`src/rtl/ram_seq_access_ctrl_if.sv`:
```
// rtl/ram_seq_access_ctrl_if.sv - RAM port and byte-stream bundle for the sequential RAM initiator
interface ram_seq_access_ctrl_if #(
    parameter int ADDR_W = 4,
    parameter int DATA_W = 8
);
    logic              mem_we;
    logic [ADDR_W-1:0] mem_addr;
    logic [DATA_W-1:0] mem_din;
    logic [DATA_W-1:0] mem_dout;
    logic [DATA_W-1:0] m_data;
    logic              m_valid;
    logic              m_ready;
    logic              m_last;

    modport master (
        output mem_we, mem_addr, mem_din, m_data, m_valid, m_last,
        input  mem_dout, m_ready
    );

    modport slave (
        input  mem_we, mem_addr, mem_din, m_data, m_valid, m_last,
        output mem_dout, m_ready
    );
endinterface

```
`src/rtl/ram_seq_access_ctrl.sv`:
```
// rtl/ram_seq_access_ctrl.sv - fills or dumps a 2**ADDR_W x DATA_W RAM; RAM_DUMP_CSUM_EN appends an XOR checksum beat to dumps
module ram_seq_access_ctrl #(
    parameter int ADDR_W = 4,
    parameter int DATA_W = 8
) (
    input  logic              clk,
    input  logic              rst,
    input  logic              start,
    input  logic              mode,
    input  logic [DATA_W-1:0] fill_val,
    output logic              busy,
    output logic              done,
    ram_seq_access_ctrl_if.master bus
);
    typedef enum logic [2:0] {
        S_IDLE,
        S_FILL,
        S_READ,
        S_SEND,
        S_DONE
    } state_t;

    localparam logic [ADDR_W-1:0] K_LAST = '1;

    state_t            state_q, state_d;
    logic [ADDR_W-1:0] k_q, k_d;
    logic [DATA_W-1:0] base_q, base_d;
    logic [DATA_W-1:0] m_data_q, m_data_d;
    logic              m_valid_q, m_valid_d;
    logic              m_last_q, m_last_d;
    logic [DATA_W-1:0] csum_q, csum_d;

    always_ff @(posedge clk) begin
        if (rst) begin
            state_q   <= S_IDLE;
            k_q       <= '0;
            base_q    <= '0;
            m_data_q  <= '0;
            m_valid_q <= 1'b0;
            m_last_q  <= 1'b0;
            csum_q    <= '0;
        end else begin
            state_q   <= state_d;
            k_q       <= k_d;
            base_q    <= base_d;
            m_data_q  <= m_data_d;
            m_valid_q <= m_valid_d;
            m_last_q  <= m_last_d;
            csum_q    <= csum_d;
        end
    end

    always_comb begin
        state_d   = state_q;
        k_d       = k_q;
        base_d    = base_q;
        m_data_d  = m_data_q;
        m_valid_d = m_valid_q;
        m_last_d  = m_last_q;
        csum_d    = csum_q;
        case (state_q)
            S_IDLE: begin
                if (start) begin
                    base_d  = fill_val;
                    k_d     = '0;
                    csum_d  = '0;
                    state_d = mode ? S_FILL : S_READ;
                end
            end
            S_FILL: begin
                k_d = k_q + 1'b1;
                if (k_q == K_LAST) begin
                    state_d = S_DONE;
                end
            end
            S_READ: begin
                m_data_d  = bus.mem_dout;
                m_valid_d = 1'b1;
                csum_d    = csum_q ^ bus.mem_dout;
`ifdef RAM_DUMP_CSUM_EN
                m_last_d  = 1'b0;
`else
                m_last_d  = (k_q == K_LAST);
`endif
                state_d   = S_SEND;
            end
            S_SEND: begin
                if (bus.m_ready) begin
                    if (m_last_q) begin
                        m_valid_d = 1'b0;
                        m_last_d  = 1'b0;
                        state_d   = S_DONE;
`ifdef RAM_DUMP_CSUM_EN
                    // Final data beat accepted: stay in SEND and present the checksum.
                    end else if (k_q == K_LAST) begin
                        m_data_d = csum_q;
                        m_last_d = 1'b1;
`endif
                    end else begin
                        k_d       = k_q + 1'b1;
                        m_valid_d = 1'b0;
                        state_d   = S_READ;
                    end
                end
            end
            S_DONE: begin
                state_d = S_IDLE;
            end
            default: begin
                state_d = S_IDLE;
            end
        endcase
    end

    always_comb begin
        busy         = (state_q != S_IDLE);
        done         = (state_q == S_DONE);
        bus.mem_we   = (state_q == S_FILL);
        bus.mem_addr = (state_q == S_FILL || state_q == S_READ || state_q == S_SEND) ? k_q : '0;
        bus.mem_din  = (state_q == S_FILL) ? base_q + DATA_W'(k_q) : '0;
        bus.m_data   = m_data_q;
        bus.m_valid  = m_valid_q;
        bus.m_last   = m_last_q;
    end
endmodule

```
`src/flat_wrapper.sv`:
```
// flat-port wrapper written by rule: the top's interface ports become plain ports
module ram_seq_access_ctrl_flat 
#(
    parameter int ADDR_W = 4,
    parameter int DATA_W = 8
)
  (clk, rst, start, mode, fill_val, busy, done, bus_mem_we, bus_mem_addr, bus_mem_din, bus_m_data, bus_m_valid, bus_m_last, bus_mem_dout, bus_m_ready);
  ram_seq_access_ctrl_if #(.ADDR_W(ADDR_W), .DATA_W(DATA_W)) bus_i ();
  input  logic clk;
  input  logic rst;
  input  logic start;
  input  logic mode;
  input  logic [DATA_W-1:0] fill_val;
  output logic busy;
  output logic done;
  output wire logic [$bits(bus_i.mem_we)-1:0] bus_mem_we;
  output wire logic [$bits(bus_i.mem_addr)-1:0] bus_mem_addr;
  output wire logic [$bits(bus_i.mem_din)-1:0] bus_mem_din;
  output wire logic [$bits(bus_i.m_data)-1:0] bus_m_data;
  output wire logic [$bits(bus_i.m_valid)-1:0] bus_m_valid;
  output wire logic [$bits(bus_i.m_last)-1:0] bus_m_last;
  input wire logic [$bits(bus_i.mem_dout)-1:0] bus_mem_dout;
  input wire logic [$bits(bus_i.m_ready)-1:0] bus_m_ready;
  assign bus_mem_we = bus_i.mem_we;
  assign bus_mem_addr = bus_i.mem_addr;
  assign bus_mem_din = bus_i.mem_din;
  assign bus_m_data = bus_i.m_data;
  assign bus_m_valid = bus_i.m_valid;
  assign bus_m_last = bus_i.m_last;
  assign bus_i.mem_dout = bus_mem_dout;
  assign bus_i.m_ready = bus_m_ready;
  ram_seq_access_ctrl #(.ADDR_W(ADDR_W), .DATA_W(DATA_W)) u_core (.clk(clk), .rst(rst), .start(start), .mode(mode), .fill_val(fill_val), .busy(busy), .done(done), .bus(bus_i));
endmodule
```
`config.mk`:
```
export PLATFORM = sky130hd
export DESIGN_NAME = ram_seq_access_ctrl_flat
export DESIGN_NICKNAME = d
export VERILOG_FILES = /design/src/rtl/ram_seq_access_ctrl_if.sv /design/src/rtl/ram_seq_access_ctrl.sv /design/src/flat_wrapper.sv
export SDC_FILE = /design/constraint.sdc
export NUM_CORES = 1
export LEC_CHECK = 0
export CAP_MARGIN = 20
export CORE_UTILIZATION = 35
export DETAILED_ROUTE_END_ITERATION = 10
export PLACE_DENSITY = 0.75
export SYNTH_ARGS = -nofsm -noshare
export SYNTH_HDL_FRONTEND = slang
export SYNTH_SLANG_ARGS = --single-unit
```
`constraint.sdc`:
```
create_clock -name clk -period 2.15 [get_ports clk]
set_clock_uncertainty 0.05 [all_clocks]
set_input_delay 0.3225 -clock clk [delete_from_list [all_inputs] [get_ports clk]]
set_output_delay 0.3225 -clock clk [all_outputs]
set_load 0.01 [all_outputs]
```
==> results of run 1 <==
[final cells by class]
type / count / area share (%)
clock buffer: 3 / 1.99
inverter: 4 / 0.724
sequential: 25 / 24.8
clock inverter: 1 / 0.241
multi-input combinational: 126 / 42.9
timing repair buffer: 62 / 26.4
tap: 48 / 2.90
[kinds of logic (layout without fill, tap and decap cells)]
group	Yosys count	after routing	synth area share [%]
multiplexers	8	8	5.89
buffers and inverters	12	70	3.68
XOR/XNOR	3	3	1.93
AND/OR/NAND/NOR	72	72	27.5
AO/OA/AOI/OAI	37	37	18.1
adder cells (fa/ha/maj)	6	6	6.07
flip-flops	25	25	36.8
[metrics by stage]
step           worst slack [ns]  instances
6_report                 -0.110        269
5_1_grt                  -0.201        269
4_1_cts                  -0.107        269
3_5_place_dp             -0.317        263
3_3_place_gp             -0.302        263
2_1_floorplan             0.160        163
[synth_stat cells, drive strengths merged, types with 2 or more instances]
| cell type | number |
|---|---|
| nor2b | 3 |
| xnor2 | 2 |
| buf | 4 |
| nand3 | 5 |
| and3 | 2 |
| a21oi | 17 |
| dfxtp | 25 |
| mux2i | 8 |
| clkbuf | 4 |
| a211oi | 3 |
| o21ai | 3 |
| or3 | 4 |
| o311ai | 2 |
| nor4b | 2 |
| inv | 4 |
| a211o | 2 |
| nand2b | 3 |
| nor3 | 2 |
| a21o | 2 |
| nand2 | 21 |
| ha | 5 |
| and2 | 4 |
| nand3b | 3 |
| nor2 | 20 |
[where the power goes]
part / switching, mW / internal (mW) / leakage [nW]
clock: 0.151 / 0.130 / 0.0255
combinational: 0.158 / 0.166 / 0.571
sequential: 0.0258 / 0.498 / 0.208
[layout by cell type (no fill, tap or decap), types with 5 or more instances in the layout]
cell type and count:
nand2_1 20, nand3_1 5, dfxtp_1 16, buf_2 5, dfxtp_2 8, buf_4 17, clkdlybuf4s50_1 38, nor2_1 17
mux2i_1 8, a21oi_1 15
[worst min-delay path, cell delays in order, from the launching register on]
cell and delay [ns]:
dfxtp_1 0.32, nand2_1 0.05, a21oi_1 0.05
[state kept, by name (all words and copies together) (netlist names)]
name / flops
u_core.state_q: 3
u_core.bus.m_data: 8
u_core.base_q: 8
u_core.bus.m_last: 1
u_core.k_q: 4
u_core.bus.m_valid: 1
[repair_timing]
| action | in CTS | in global routing |
|---|---|---|
| gates resized for setup | 37 | 13 |
| pin swaps | 12 | 10 |
| setup buffers | 2 | 0 |
| endpoints found under the setup margin | 7 | 9 |
| cloned | 0 | 0 |
[metal layers]
metal	share of wire [%]	wire, µm
met4	1.2	40
met5	0	0
met2	49	1590
met1	45	1480
met3	5.2	170
[path summary, 6_finish.rpt]
check / slack [ns] / startpoint / endpoint
max: -0.11 / u_core.k_q[0] / bus_mem_din[6]
min: 0.42 / u_core.base_q[7] / u_core.base_q[7]
max reg2reg: 0.56 / u_core.state_q[0] / u_core.k_q[2]
min reg2reg: 0.42 / u_core.base_q[7] / u_core.base_q[7]
==> qor.csv, run 1 <==
metric;value;unit
Post-synth EDFFs;0;
Mapped Nets;190;
synth unique cells;39;
Max stage delay cell, worst path;fa_2;
Synth area leaders;dfxtp_1 (37%), a21oi_1 (6.3%), mux2i_1 (5.9%);
Fmax achieved;442;MHz
Initial DRC Count;52;
CP top delay family;adder cells;
GRT overflow;0;
die footprint;4140;µm²
Seq/Total Area, Yosys;36.8;%
Core Area;3690;µm²
top cell type's share of synthesized area;36.8;%
Mapped Avg Cell Area;8.34;µm²
Lkg Pwr;0.804;nW
Netlist Area Pre-Place;1360;µm²
met3 Use GR;3.75;%
Detail Route Antenna Nets;0;
Pwr Density;544;nW/µm²
GR peak layer;met2;
Tmin final;2.26;ns
DP Area;1950;µm²
gpl congestion;0.739;
Rows;22;
Initial Utilization;36.9;%
period utilization;105;%
CP Class;flip-flop to primary output;
WP data arrival;1.89;ns
Yosys warning count;0;
Final Cell Area;2070;µm²
Cells after Synth;163;
# fillers;346;
cells along the critical path;ha_4, fa_2, a211o_1, o2111ai_2, xor2_1, nor2_1, buf_2;
clock root buffer master;clkbuf_8;
residual DRC count;0;
IO Port Bufs;45;
Die H;64.3;µm
largest area contributor in the netlist;dfxtp_1;
I/O Pins;46;
cts hold-fix bufs;0;
CTS tree;yes;
Hold Path Stages;2;
max-slew violation count;0;
failing checks;negative setup slack;
Synth async-reset ratio;0;%
Die X;64.3;µm
number of max-cap violations;0;
Final TNS setup;-0.157;ns
#FFs+latches synth;25;
Vias/cell;5.13;
CTS Buffer Depth;2;
Setup crit start kind;flip-flop;
Overall Power;1.13;mW
depth of the most critical reg-to-reg path;5;
Critical Path Stages;7;
setup violators final;2;
headroom to the max-slew limit;62.0;%
ant diodes;0;
multi-input logic area;891;µm²
sequential cell area;514;µm²
Final #Nets;249;
vias in the first global route;1324;
Top FF cell, synth;dfxtp_1;
WP data required;1.78;ns
max incr delay on CP;0.38;ns
hold crit path type;flip-flop to flip-flop;
DRT Pass-1 Iters;4;
worst-path maximum fanout;3;
first-pass GRT wire length;5.71;mm
hold slack;0.418;ns
hpwl dp;2.35;mm
H-tree depth;1;
Worst-Margin Slew;0.568;ns
count of final hold-check violations;0;
CTS clk-pin slew, worst paths;0.09;ns
unrepaired setup endpoints after global routing;true;
overall routing resource usage;17.6;%
Worst Slack Setup Final;-0.110;ns
clock latency on the worst-skew pair;0.27;ns
initial antenna violation count;0;
met1 Track Usage GR;21.5;%
met2 Use GR;29.3;%
largest net degree at the start of global routing;17;
Buffers & Inverters on Critical Path;1;
Worst setup EP type;primary output;
via count;1381;
status;finished with violations;
Post-Route WL;3.28;mm
Max IR drop VDD;0.373;mV
clock sink count;25;
fraction of layout cells with a size suffix above 1;23.1;%
Area Overhead vs Synth;52.5;%
Core Util, Final;56.2;%
CTS Buf Count;3;
DR WL/cell;12.2;µm
Note: power is estimated with default switching activity, not from simulation.
==> run 2: changes to the inputs <==
--- a/config.mk
+++ b/config.mk
@@ -8,7 +8,9 @@
 export CAP_MARGIN = 20
 export CORE_UTILIZATION = 35
 export DETAILED_ROUTE_END_ITERATION = 10
+export GPL_ROUTABILITY_DRIVEN = 0
 export PLACE_DENSITY = 0.75
+export SKIP_CTS_REPAIR_TIMING = 1
 export SYNTH_ARGS = -nofsm -noshare
 export SYNTH_HDL_FRONTEND = slang
 export SYNTH_SLANG_ARGS = --single-unit
==> qor.csv, run 2 (same netlist as run 1, synthesis figures left out) <==
metric;value;unit
Core Area;3690;µm²
# fillers;352;
status;finished with violations;
ant diodes;0;
period utilization;104;%
Fmax achieved;448;MHz
Area Overhead vs Synth;53.3;%
overall routing resource usage;17.2;%
Lkg Pwr;0.863;nW
CTS clk-pin slew, worst paths;0.09;ns
Hold Path Stages;2;
largest net degree at the start of global routing;17;
CTS Buffer Depth;2;
initial antenna violation count;0;
CTS Buf Count;3;
fraction of layout cells with a size suffix above 1;21.1;%
failing checks;negative setup slack;
sw power;336;µW
CTS tree;yes;
Initial DRC Count;80;
via count;1393;
IO Port Bufs;45;
number of max-cap violations;0;
die footprint;4140;µm²
H-tree depth;1;
Vias/cell;5.14;
DRT Pass-1 Iters;4;
Logic pwr share;28.7;%
GRT overflow;0;
count of final hold-check violations;0;
WP data required;1.78;ns
most frequent cells in the layout;clkdlybuf4s50_1 (38), nand2_1 (20), buf_4 (19), dfxtp_1 (18), nor2_1 (17);
placed cells;263;
hold crit path type;flip-flop to flip-flop;
Worst setup EP type;primary output;
Tmin final;2.23;ns
Worst Slack Setup Final;-0.0824;ns
clock sink count;25;
DR WL/cell;12.3;µm
Initial Utilization;36.9;%
Post-Route WL;3.34;mm
Max stage delay cell, worst path;fa_2;
cells along the critical path;ha_4, fa_2, a211o_1, o2111ai_2, xor2_1, nor2_1, clkbuf_2;
max-slew violation count;0;
Setup crit start kind;flip-flop;
vias in the first global route;1312;
depth of the most critical reg-to-reg path;5;
Max IR drop VDD;0.374;mV
Pwr Density;541;nW/µm²
Post-Layout Cell Count;271;
clock root buffer master;clkbuf_8;
CP Class;flip-flop to primary output;
clock latency on the worst-skew pair;0.27;ns
Die X;64.3;µm
Overall Power;1.13;mW
headroom to the max-slew limit;61.7;%
Int Power;793;µW
first-pass GRT wire length;5.62;mm
unrepaired setup endpoints after global routing;true;
Worst-Margin Slew;0.572;ns
WP data arrival;1.86;ns
hpwl dp;2.35;mm
I/O Pins;46;
max incr delay on CP;0.37;ns
Rows;22;
Final #Nets;251;
pre-CTS setup slack;-0.317;ns
Core Util, Final;56.5;%
Clk network pwr share;25.0;%
Die H;64.3;µm
most common library cell in the layout ignoring fill and taps;clkdlybuf4s50_1;
Sw Share;29.8;%
Detail Route Antenna Nets;0;
residual DRC count;0;
worst-path maximum fanout;3;
setup violators final;4;
Reg power frac;46.3;%
## run 2: area by class of cell
| type | instances | area, µm² | share of cell area [%] |
|---|---|---|---|
| clock inverter | 1 | 5.00 | 0.240 |
| multi-input combinational | 126 | 871 | 41.8 |
| tap | 48 | 60.1 | 2.88 |
| sequential | 25 | 512 | 24.5 |
| inverter | 4 | 15.0 | 0.720 |
| timing repair buffer | 64 | 581 | 27.9 |
| clock buffer | 3 | 41.3 | 1.98 |
## run 2: path summary, 6_finish.rpt
| check | startpoint | to | slack (ns) |
|---|---|---|---|
| worst max register to register | u_core.state_q[0] | u_core.k_q[0] | 0.54 |
| worst min-delay path | u_core.base_q[2] | u_core.base_q[2] | 0.41 |
| worst min register to register | u_core.base_q[2] | u_core.base_q[2] | 0.41 |
| worst max-delay path | u_core.base_q[0] | bus_mem_din[6] | -0.08 |
## run 2: through the flow
stage	setup TNS [ns]	instance area, µm²	hold WS [ns]
3_5_place_dp	-1.05	1950	0.402
5_1_grt	-0.648	2080	0.434
2_1_floorplan	0	1360	0.391
6_report	-0.232	2080	0.415
4_1_cts	-3.14	1990	0.416
3_3_place_gp	-0.852	1950	0.399
## run 2: power by group through the flow
stage          combinational, mW  sequential, mW  clock (mW)
2_1_floorplan              0.172           0.532           0
3_3_place_gp               0.311           0.527           0
3_5_place_dp               0.315           0.528           0
4_1_cts                    0.317           0.517       0.295
5_1_grt                    0.359           0.528       0.311
6_report                   0.323           0.523       0.283
## run 2: per-layer routing
layer,part of all wire [%],track usage (%),up-vias
li1,-,-,695
met5,0,0,-
met2,48,28.4,47
met4,1.5,7.50,0
met3,5.8,3.57,5
met1,45,21.5,646
## run 2: critical path, delay by kind of cell (launching register included)
kind	cells	cell delay [ns]
adder cells (fa/ha/maj)	2	0.53
AO/OA/AOI/OAI	2	0.37
flip-flops	1	0.34
XOR/XNOR	1	0.17
buffers and inverters	1	0.12
AND/OR/NAND/NOR	1	0.06
